File: src/rtl/if_fetch_queue_pkg.sv
// Shared types and constants for the instruction fetch queue.
// Entries carry the fetch pc, the returned word and a filled flag.
package if_fetch_queue_pkg;

  localparam int XLEN = 32;

  // Canonical RISC-V nop (addi x0, x0, 0), shown on id_instr while the head is empty.
  localparam logic [XLEN-1:0] NOP_INSTR = 32'h0000_0013;

  typedef struct packed {
    logic [XLEN-1:0] pc;
    logic [XLEN-1:0] instr;
    logic            filled;
  } fetch_entry_t;

endpackage : if_fetch_queue_pkg

File: src/rtl/if_fetch_queue_if.sv
// Bundle of PC-generator, instruction-memory and decode signals around the fetch queue.
// master = fetch queue side, slave = surrounding pipeline/memory side.
interface if_fetch_queue_if;
  import if_fetch_queue_pkg::*;

  logic [XLEN-1:0] pc;
  logic            flush;
  logic            stall;
  logic            imem_req_valid;
  logic            imem_req_ready;
  logic [XLEN-1:0] imem_addr;
  logic            imem_resp_valid;
  logic [XLEN-1:0] imem_resp_data;
  logic            id_valid;
  logic            id_ready;
  logic [XLEN-1:0] id_pc;
  logic [XLEN-1:0] id_instr;

  modport master (
    input  pc, flush, imem_req_ready, imem_resp_valid, imem_resp_data, id_ready,
    output stall, imem_req_valid, imem_addr, id_valid, id_pc, id_instr
  );

  modport slave (
    output pc, flush, imem_req_ready, imem_resp_valid, imem_resp_data, id_ready,
    input  stall, imem_req_valid, imem_addr, id_valid, id_pc, id_instr
  );

endinterface : if_fetch_queue_if

File: src/rtl/if_fetch_queue_ring.sv
// Ring storage for the fetch queue: one allocate port (pc), one fill port (instr),
// one read/pop port at the head. Occupancy accounting lives in the parent.
module ifq_ring
  import if_fetch_queue_pkg::*;
#(
  parameter int DEPTH = 4
) (
  input  logic            clk,
  input  logic            reset,
  input  logic            clear_i,
  input  logic            alloc_en_i,
  input  logic [XLEN-1:0] alloc_pc_i,
  input  logic            fill_en_i,
  input  logic [XLEN-1:0] fill_instr_i,
  input  logic            pop_en_i,
  output fetch_entry_t    head_o
);

  localparam int PW = $clog2(DEPTH);

  logic [PW-1:0]    alloc_ptr_q, alloc_ptr_d;
  logic [PW-1:0]    fill_ptr_q,  fill_ptr_d;
  logic [PW-1:0]    rd_ptr_q,    rd_ptr_d;
  logic [DEPTH-1:0] filled_q,    filled_d;

  logic [XLEN-1:0]  pc_mem_q    [DEPTH];
  logic [XLEN-1:0]  instr_mem_q [DEPTH];

  always_comb begin
    // NOTE: every signal assigned here gets a default first, so no path leaves it unassigned and no latch is inferred.
    alloc_ptr_d = alloc_ptr_q;
    fill_ptr_d  = fill_ptr_q;
    rd_ptr_d    = rd_ptr_q;
    filled_d    = filled_q;

    if (alloc_en_i) begin
      filled_d[alloc_ptr_q] = 1'b0;
      alloc_ptr_d           = alloc_ptr_q + PW'(1);
    end
    if (fill_en_i) begin
      filled_d[fill_ptr_q] = 1'b1;
      fill_ptr_d           = fill_ptr_q + PW'(1);
    end
    if (pop_en_i) begin
      filled_d[rd_ptr_q] = 1'b0;
      rd_ptr_d           = rd_ptr_q + PW'(1);
    end

    // A flush wipes everything in flight; it wins over any same-cycle update.
    if (clear_i) begin
      alloc_ptr_d = '0;
      fill_ptr_d  = '0;
      rd_ptr_d    = '0;
      filled_d    = '0;
    end
  end

  // NOTE: state uses non-blocking assignments so every register samples pre-edge values regardless of block order.
  always_ff @(posedge clk) begin
    if (reset) begin
      alloc_ptr_q <= '0;
      fill_ptr_q  <= '0;
      rd_ptr_q    <= '0;
      filled_q    <= '0;
    end else begin
      alloc_ptr_q <= alloc_ptr_d;
      fill_ptr_q  <= fill_ptr_d;
      rd_ptr_q    <= rd_ptr_d;
      filled_q    <= filled_d;
    end
  end

  // NOTE: payload arrays are not reset; the filled bits gate their visibility, so resetting them buys nothing.
  always_ff @(posedge clk) begin
    if (alloc_en_i) pc_mem_q[alloc_ptr_q]   <= alloc_pc_i;
    if (fill_en_i)  instr_mem_q[fill_ptr_q] <= fill_instr_i;
  end

  always_comb begin
    head_o.filled = filled_q[rd_ptr_q];
    head_o.pc     = pc_mem_q[rd_ptr_q];
    head_o.instr  = filled_q[rd_ptr_q] ? instr_mem_q[rd_ptr_q] : NOP_INSTR;
  end

endmodule : ifq_ring

File: src/rtl/if_fetch_queue.sv
// Fetch stage: issues pc to instruction memory, buffers in-order responses and
// hands {pc, instr} to decode; drops wrong-path responses after a flush.
module if_fetch_queue
  import if_fetch_queue_pkg::*;
#(
  parameter int DEPTH = 4
) (
  input  logic              clk,
  input  logic              reset,
  if_fetch_queue_if.master  bus
);

  localparam int CW = $clog2(DEPTH + 1);

  logic [CW-1:0] occ_q,  occ_d;   // allocated entries
  logic [CW-1:0] pend_q, pend_d;  // allocated but not yet filled
  logic [CW-1:0] drop_q, drop_d;  // responses still owed to flushed requests
  logic [CW:0]   in_use;
  logic [CW:0]   lost;

  logic         req_valid;
  logic         accept;
  logic         fill;
  logic         pop;
  fetch_entry_t head;

  // Dropped-but-outstanding responses still reserve capacity in the memory pipe.
  assign in_use    = {1'b0, occ_q} + {1'b0, drop_q};
  assign req_valid = !reset && !bus.flush && (in_use < (CW+1)'(DEPTH));
  assign accept    = req_valid && bus.imem_req_ready;
  assign fill      = bus.imem_resp_valid && !bus.flush && (drop_q == '0) && (pend_q != '0);
  assign pop       = head.filled && bus.id_ready && !bus.flush;

  assign bus.imem_req_valid = req_valid;
  assign bus.imem_addr      = bus.pc;
  // Released on flush so the PC generator can take its redirect.
  assign bus.stall          = !reset && !bus.flush && !accept;
  assign bus.id_valid       = head.filled;
  assign bus.id_pc          = head.pc;
  assign bus.id_instr       = head.instr;

  always_comb begin
    occ_d  = occ_q;
    pend_d = pend_q;
    drop_d = drop_q;
    lost   = {1'b0, pend_q} + {1'b0, drop_q};

    if (bus.flush) begin
      // Everything not yet returned becomes debt; a response arriving now pays one off.
      if (bus.imem_resp_valid && (lost != '0)) lost = lost - (CW+1)'(1);
      occ_d  = '0;
      pend_d = '0;
      drop_d = lost[CW-1:0];
    end else begin
      occ_d  = occ_q  + CW'(accept) - CW'(pop);
      pend_d = pend_q + CW'(accept) - CW'(fill);
      if (bus.imem_resp_valid && (drop_q != '0)) drop_d = drop_q - CW'(1);
    end
  end

  always_ff @(posedge clk) begin
    if (reset) begin
      occ_q  <= '0;
      pend_q <= '0;
      drop_q <= '0;
    end else begin
      occ_q  <= occ_d;
      pend_q <= pend_d;
      drop_q <= drop_d;
    end
  end

  ifq_ring #(.DEPTH(DEPTH)) u_ring (
    .clk          (clk),
    .reset        (reset),
    .clear_i      (bus.flush),
    .alloc_en_i   (accept),
    .alloc_pc_i   (bus.pc),
    .fill_en_i    (fill),
    .fill_instr_i (bus.imem_resp_data),
    .pop_en_i     (pop),
    .head_o       (head)
  );

  // A response with nothing outstanding means the memory broke the in-order contract.
  a_resp_expected: assert property (@(posedge clk) disable iff (reset)
    !(bus.imem_resp_valid && (pend_q == '0) && (drop_q == '0)));

endmodule : if_fetch_queue
File: src/flat_wrapper.sv
// flat-port wrapper written by rule: the top's interface ports become plain ports
module if_fetch_queue_flat import if_fetch_queue_pkg::*;
#(
  parameter int DEPTH = 4
)
  (clk, reset, bus_pc, bus_flush, bus_imem_req_ready, bus_imem_resp_valid, bus_imem_resp_data, bus_id_ready, bus_stall, bus_imem_req_valid, bus_imem_addr, bus_id_valid, bus_id_pc, bus_id_instr);
  if_fetch_queue_if bus_i ();
  input  logic clk;
  input  logic reset;
  input wire logic [$bits(bus_i.pc)-1:0] bus_pc;
  input wire logic [$bits(bus_i.flush)-1:0] bus_flush;
  input wire logic [$bits(bus_i.imem_req_ready)-1:0] bus_imem_req_ready;
  input wire logic [$bits(bus_i.imem_resp_valid)-1:0] bus_imem_resp_valid;
  input wire logic [$bits(bus_i.imem_resp_data)-1:0] bus_imem_resp_data;
  input wire logic [$bits(bus_i.id_ready)-1:0] bus_id_ready;
  output wire logic [$bits(bus_i.stall)-1:0] bus_stall;
  output wire logic [$bits(bus_i.imem_req_valid)-1:0] bus_imem_req_valid;
  output wire logic [$bits(bus_i.imem_addr)-1:0] bus_imem_addr;
  output wire logic [$bits(bus_i.id_valid)-1:0] bus_id_valid;
  output wire logic [$bits(bus_i.id_pc)-1:0] bus_id_pc;
  output wire logic [$bits(bus_i.id_instr)-1:0] bus_id_instr;
  assign bus_i.pc = bus_pc;
  assign bus_i.flush = bus_flush;
  assign bus_i.imem_req_ready = bus_imem_req_ready;
  assign bus_i.imem_resp_valid = bus_imem_resp_valid;
  assign bus_i.imem_resp_data = bus_imem_resp_data;
  assign bus_i.id_ready = bus_id_ready;
  assign bus_stall = bus_i.stall;
  assign bus_imem_req_valid = bus_i.imem_req_valid;
  assign bus_imem_addr = bus_i.imem_addr;
  assign bus_id_valid = bus_i.id_valid;
  assign bus_id_pc = bus_i.id_pc;
  assign bus_id_instr = bus_i.id_instr;
  if_fetch_queue #(.DEPTH(DEPTH)) u_core (.clk(clk), .reset(reset), .bus(bus_i));
endmodule
File: config.mk
export PLATFORM = sky130hd
export DESIGN_NAME = if_fetch_queue_flat
export DESIGN_NICKNAME = d
export VERILOG_FILES = /design/src/rtl/if_fetch_queue_pkg.sv /design/src/rtl/if_fetch_queue_if.sv /design/src/rtl/if_fetch_queue_ring.sv /design/src/rtl/if_fetch_queue.sv /design/src/flat_wrapper.sv
export SDC_FILE = /design/constraint.sdc
export NUM_CORES = 1
export LEC_CHECK = 0
export CORE_ASPECT_RATIO = 0.7
export CORE_MARGIN = 4
export CORE_UTILIZATION = 35
export CTS_BUF_LIST = sky130_fd_sc_hd__clkbuf_8 sky130_fd_sc_hd__clkbuf_16
export DETAILED_ROUTE_END_ITERATION = 10
export PLACE_DENSITY_LB_ADDON = 0.3
export SLEW_MARGIN = 30
export SYNTH_ARGS = -nofsm -noshare
export SYNTH_HDL_FRONTEND = slang
export SYNTH_SLANG_ARGS = --single-unit
File: constraint.sdc
create_clock -name clk -period 4.1 [get_ports clk]
set_input_delay 0.82 -clock clk [delete_from_list [all_inputs] [get_ports clk]]
set_output_delay 0.82 -clock clk [all_outputs]
set_load 0.05 [all_outputs]
After elaboration in Yosys (flattened, before gate mapping) --
Memory sizes are Yosys's and may differ from the RTL's. A register that Yosys moved wholly into a read port is not among the register bits. Index checks and enable logic that the tools add are counted.
Word-level totals: input port bits 70, memories kept 2, output and inout port bits 99, bits in latches 0, ROM bits 0, word-level logic and storage cells 78, register bits after elaboration 19, bits in writable memories 256
Memories:
- u_core.u_ring.instr_mem_q | words 4, width 32, rd ports 1, clocked after memory_dff 1, wr ports 1, RTL line if_fetch_queue_ring.sv:27 | logic [XLEN-1:0] instr_mem_q [DEPTH];
- u_core.u_ring.pc_mem_q | words 4, width 32, rd ports 1, clocked after memory_dff 1, wr ports 1, RTL line if_fetch_queue_ring.sv:26 | logic [XLEN-1:0] pc_mem_q [DEPTH];
Cells by class: add/sub/neg operators 11, eq/ne operators 0, shifts and indexed selects 0, bitwise operators 5, divide/modulo/power cells 0, multipliers 0, magnitude comparators 7, reduce and logical (&&, ||, !) cells 23, multiplexer cells 23
Operators by type and width (number):
- 32-bit two-way mux | 1
- 1-bit logical AND | 14
- 4-bit two-way mux | 3
- 2-bit by 3-bit < comparator with 1-bit output, second input constant | 3
- 3-bit two-way mux | 3
- 3-bit by 3-bit adder with 4-bit output | 2
- 4-bit AND | 2
- 1-bit two-way mux | 8
- 2-bit two-way mux | 4
- 4-bit NOT | 2
- 2-bit by 1-bit adder with 2-bit output, second input constant | 3
- 3-bit by 1-bit adder with 3-bit output | 2
- 1-bit demux with 2-bit select | 3
- 2-bit by 1-bit >= comparator with 1-bit output, second input constant | 3
- 3-bit nonzero test | 2
- 3-bit by 1-bit subtractor with 3-bit output | 2
- 3-bit by 1-bit subtractor with 3-bit output, second input constant | 2
- 4-bit by 3-bit < comparator with 1-bit output, second input constant | 1
- 4-bit bitwise OR | 1
- 4-bit nonzero test | 1
- 1-bit zero test | 3
- 3-bit zero test | 1
- 1-bit binary-select mux with 2-bit select | 1
- 2-bit nonzero test | 1
- 2-bit OR reduction | 1

Logic depth before layout (Yosys ltp) --
word-level depth 11, depth in mapped cells 10, gate-level depth less buffers 10

By module --
Synthesis repeated with hierarchy kept, for this count alone.
Second synthesis, totals: cells, all modules 554, area, all modules 11135.7 sq um
By module, submodules not included:
- ifq_ring | cells an instance 438, seq. area each 7927.6 sq um, instances 1, area each 10143.5 sq um
- if_fetch_queue | cells an instance 116, seq. area each 180.2 sq um, instances 1, area each 992.2 sq um

Least setup slack after synthesis --
Ideal clock, no wire load.
path type input to register, from input bus_flush, to memory u_core.u_ring.pc_mem_q[0][0], enable pin, cell stages on the path 5, required time 3679 ps, path buffers 2, data arrival time 3052 ps, slack 627 ps, setup time 421 ps, path through buf_2 > nor4_1 > nand4b_1 > buf_2 > nor2_1
Between the ends: longest elaborated chain between the ends 6
RTL lines:
- start, declared | RTL line flat_wrapper.sv:11 | input wire logic [$bits(bus_i.flush)-1:0] bus_flush;
- 1-bit zero test | RTL line if_fetch_queue.sv:29 | assign req_valid = !reset && !bus.flush && (in_use < (CW+1)'(DEPTH));
- 1-bit logical AND (2 in a row) | RTL line if_fetch_queue.sv:29
- 1-bit logical AND | RTL line if_fetch_queue.sv:30 | assign accept = req_valid && bus.imem_req_ready;
- 1-bit two-way mux | RTL line if_fetch_queue_ring.sv:75 | if (alloc_en_i) pc_mem_q[alloc_ptr_q] <= alloc_pc_i;
- 1-bit two-way mux (implied by the code) | RTL line if_fetch_queue_ring.sv:75
- end, declared | RTL line if_fetch_queue_ring.sv:26
No other way between the ends.

Worst setup path after layout --
from register u_core.u_ring.rd_ptr_q[0], to output bus_id_instr[4]
Between the ends: longest elaborated chain between the ends 3
RTL lines:
- start, declared | RTL line if_fetch_queue_ring.sv:23 | logic [PW-1:0] rd_ptr_q, rd_ptr_d;
- start signal, assigned | RTL line if_fetch_queue_ring.sv:68 | rd_ptr_q <= rd_ptr_d;
- 1-bit binary-select mux with 2-bit select | RTL line if_fetch_queue_ring.sv:82 | head_o.instr = filled_q[rd_ptr_q] ? instr_mem_q[rd_ptr_q] : NOP_INSTR;
- 1-bit two-way mux (implied by the code) | RTL line if_fetch_queue_ring.sv:82
- 32-bit two-way mux | RTL line if_fetch_queue_ring.sv:82
- end, declared | RTL line flat_wrapper.sv:21 | output wire logic [$bits(bus_i.id_instr)-1:0] bus_id_instr;
No other way between the ends. The select of a mux whose other input is x is not followed.

==> metrics.md <==
| Metric | Value |
|---|---|
| Pwr/cell area | approximately 420 mW/mm^2 |
| Final Cycle Share | 0.910 |
| Average size of a mapped cell | about 20 sq um |
| Placed cell count | 1113 |
| Clk_skew | about 0.016 ns |
| Outcome | complete, no violations |
| Total global routing overflow | 0 |
| CP required | about 3.3 ns |
| Vias in the first global route | between 5000 and 6000 |
| Syn_nets | 656 |
| Clock power frac | 0.398 |
| Synth top area share | 0.694 |
| CTS resizes | 0 |
| RSZ-0062 raised after global routing | no |
| CP Class | flop to primary output |
| Pin count of the biggest net entering global routing | between 40 and 50 |
| Vias | ~5500 |
| Die area | around 0.035 sq mm |
| DR vias/cell | between 4 and 5 |
| Antenna viol nets, final | 0 |
| Ant diodes | 0 |
| Asr flop ratio synth | 0 |
| Logic gate share of total power | 0.069 |
| CTS tree | yes |
| Area after DPL | between 0.01 and 0.015 sq mm |
| Later-pin clock latency in the skew report | roughly 0.54 ns |
| Chip width | 221 um |
| FMAX | roughly 0.27 GHz |
| Leading post-synthesis cells by cell area | edfxtp_1, mux4_2, dfxtp_1 |
| Final std cells w/o fill | 1165 |
| First-pass GRT wire length | between 30 and 40 mm |
| Final Slew Violations | 0 |
| TritonCTS Buffers | 28 |
| Mapped Area | 0.0111 sq mm |
| Met1 Use GR | 0.177 |
| Hold Crit Class | flop to flop |
| Total power | 5.86 mW |
| GRT Util Overall | 0.129 |
| Crit-path max FO | 35 |
| GR met3 Demand/Resource | 0.0231 |
| Drt wl/cell | slightly below 20 um |
| H-tree level count | 1 |
| Clock root buffer | clkbuf_16 |
| Largest area contributor in the netlist | edfxtp_1 |
| Slew Limit Headroom | 0.532 |
| Final hold violation count | 0 |
| Sequential share of power | 0.533 |
| CTS max path bufs | 3 |
| VDD IR max | ~0.00027 V |
| CTS Hold Bufs | 0 |
| Initial antenna violation count | 1 |
| Pre-antenna DRT Iters | 4 |
| DRC viols | 0 |
| Distinct cells, synth | between 40 and 50 |
| Warnings from Yosys | 0 |
| Post-DP HPWL | between 10 and 15 mm |
| EDFF count, synth | approximately 260 |
| Final WL | around 23 mm |
| Final net count | 819 |
| CTS sink count | between 200 and 300 |
| Share of cells above drive strength 1 | 0.188 |
| Num rows | 54 |
| Cells after Synth | 560 |
| Grt peak-use layer | met2 |
| Design Area, Final | approximately 0.014 sq mm |
| Switching Fraction | 0.219 |
| GPL Wtd Cong | 0.707 |
| Sw Pwr | 1.28 mW |
| Pint | 4.58 mW |
| # Post-CTS Setup Buffers | 0 |
| Worst Setup End Kind | primary output |
| Worst Path Arrival | 2.91 ns |
| IO buf count | between 150 and 200 |
| Number of max-cap violations | 0 |
| DRT iter0 DRCs | approximately 250 |
| Total negative slack | 0 ns |
| Clock slew at reported path FFs | 0.06 ns |
| Die Height | roughly 160 um |
| Post-synthesis register bit count | ~280 |
| Crit path launch type | flop |
| Register area share after synthesis | 0.732 |
| # IOs | approximately 170 |
| Initial core utilization | 0.355 |
| Core Footprint | 0.0312 sq mm |
| Top FF cell, synth | edfxtp_1 |
| Minimum clock period | between 3 and 4 ns |
| Area grow syn2layout | 26.3% |
| Leak | 4.51 nW |
| Final setup fails | 0 |
| Grt met2 use | 0.215 |
| Least-Margin Pin Slew | between 0.7 and 0.8 ns |
-- area by class of cell --
| cell class | instances | area (sq um) |
|---|---|---|
| Fill cell | 2692 | 17200 |
| Sequential cell | 277 | 8120 |
| Multi-Input combinational cell | 202 | 2560 |
| Timing Repair Buffer | 187 | 1850 |
| Clock buffer | 28 | 701 |
| Tap cell | 420 | 526 |
| Clock inverter | 24 | 150 |
| Inverter | 27 | 101 |
-- synthesized netlist by cell type (9+ instances only) --
cell,number
edfxtp_1,256
mux4_2,65
buf_4,32
and2_1,29
inv_1,26
ha_1,23
dfxtp_1,21
nor2_1,19
clkbuf_1,10
buf_2,9
nand2_1,9
xnor2_1,9
-- critical path: stages, from the launching register on --
cell and delay [ns]:
dfxtp_1 0.46, mux4_2 0.88, nand2b_1 0.18, clkdlybuf4s50_1 0.85
-- layer usage --
| layer | vias up | wire, um |
|---|---|---|
| met5 | - | 12 |
| met4 | 2 | 512 |
| met3 | 40 | 975 |
| met2 | 100 | 11100 |
| met1 | 2832 | 9880 |
| li1 | 2489 | - |
-- power by group through the flow --
stage / clock network, mW / registers, mW / logic, mW
final: 2.33 / 3.12 / 0.405
after global routing: 2.55 / 3.12 / 0.435
after CTS: 2.41 / 3.12 / 0.410
after detailed placement: 0 / 3.18 / 0.408
after global placement: 0 / 3.18 / 0.392
after floorplan: 0 / 3.18 / 0.241
-- sequential cells by signal, indices dropped and copies added, names as in the netlist, named ones only --
| signal | flops |
|---|---|
| u_core.u_ring.filled_q | 4 |
| u_core.u_ring.rd_ptr_q | 2 |
| u_core.u_ring.instr_mem_q | 128 |
| u_core.occ_q | 3 |
| u_core.u_ring.pc_mem_q | 128 |
| u_core.drop_q | 3 |
| u_core.u_ring.fill_ptr_q | 2 |
| u_core.u_ring.alloc_ptr_q | 2 |
| u_core.pend_q | 3 |
-- per-stage QoR --
step / hold slack [ns] / util / worst slack [ns]
2_1_floorplan: 0.485 / - / 0.627
3_3_place_gp: 0.513 / 0.421 / 0.574
3_5_place_dp: 0.516 / 0.421 / 0.538
4_1_cts: 0.525 / 0.449 / 0.302
5_1_grt: 0.545 / 0.449 / 0.260
6_report: 0.519 / 0.449 / 0.370
-- cell families (layout without fill, tap and decap cells) --
kind of cell,count (synthesis),after routing,share of synthesized area
xor gates and xnor gates,11,11,0.00869
adders and majority gates,26,26,0.0314
and+or+nand+nor,78,78,0.0397
buffers and inverters,81,266,0.0400
AOI/OAI and AO/OA,20,20,0.0148
DFF,277,277,0.732
muxes,67,67,0.134
-- layout by cell type, fill, tap and decap left out, types with 5 or more instances in the layout --
master,count
edfxtp_1,256
nand2_1,9
a21oi_1,5
and2_1,29
dfxtp_1,19
nor2_1,15
xnor2_1,9
clkbuf_16,28
clkinv_2,7
clkdlybuf4s50_1,167
clkinv_1,9
buf_4,18
nand2b_1,6
mux4_2,65
inv_1,29
ha_1,23
-- worst paths after layout --
kind	startpoint	end	slack, ns	depth (start not counted)
setup / recovery	u_core.u_ring.rd_ptr_q[0]	bus_id_instr[4]	0.37	3
hold / removal	u_core.u_ring.filled_q[1]	u_core.u_ring.filled_q[1]	0.52	2
setup reg to reg	u_core.u_ring.rd_ptr_q[0]	u_core.occ_q[2]	1.06	9
hold reg to reg	u_core.u_ring.filled_q[1]	u_core.u_ring.filled_q[1]	0.52	2
No activity file was read; power rests on OpenSTA's default activity.
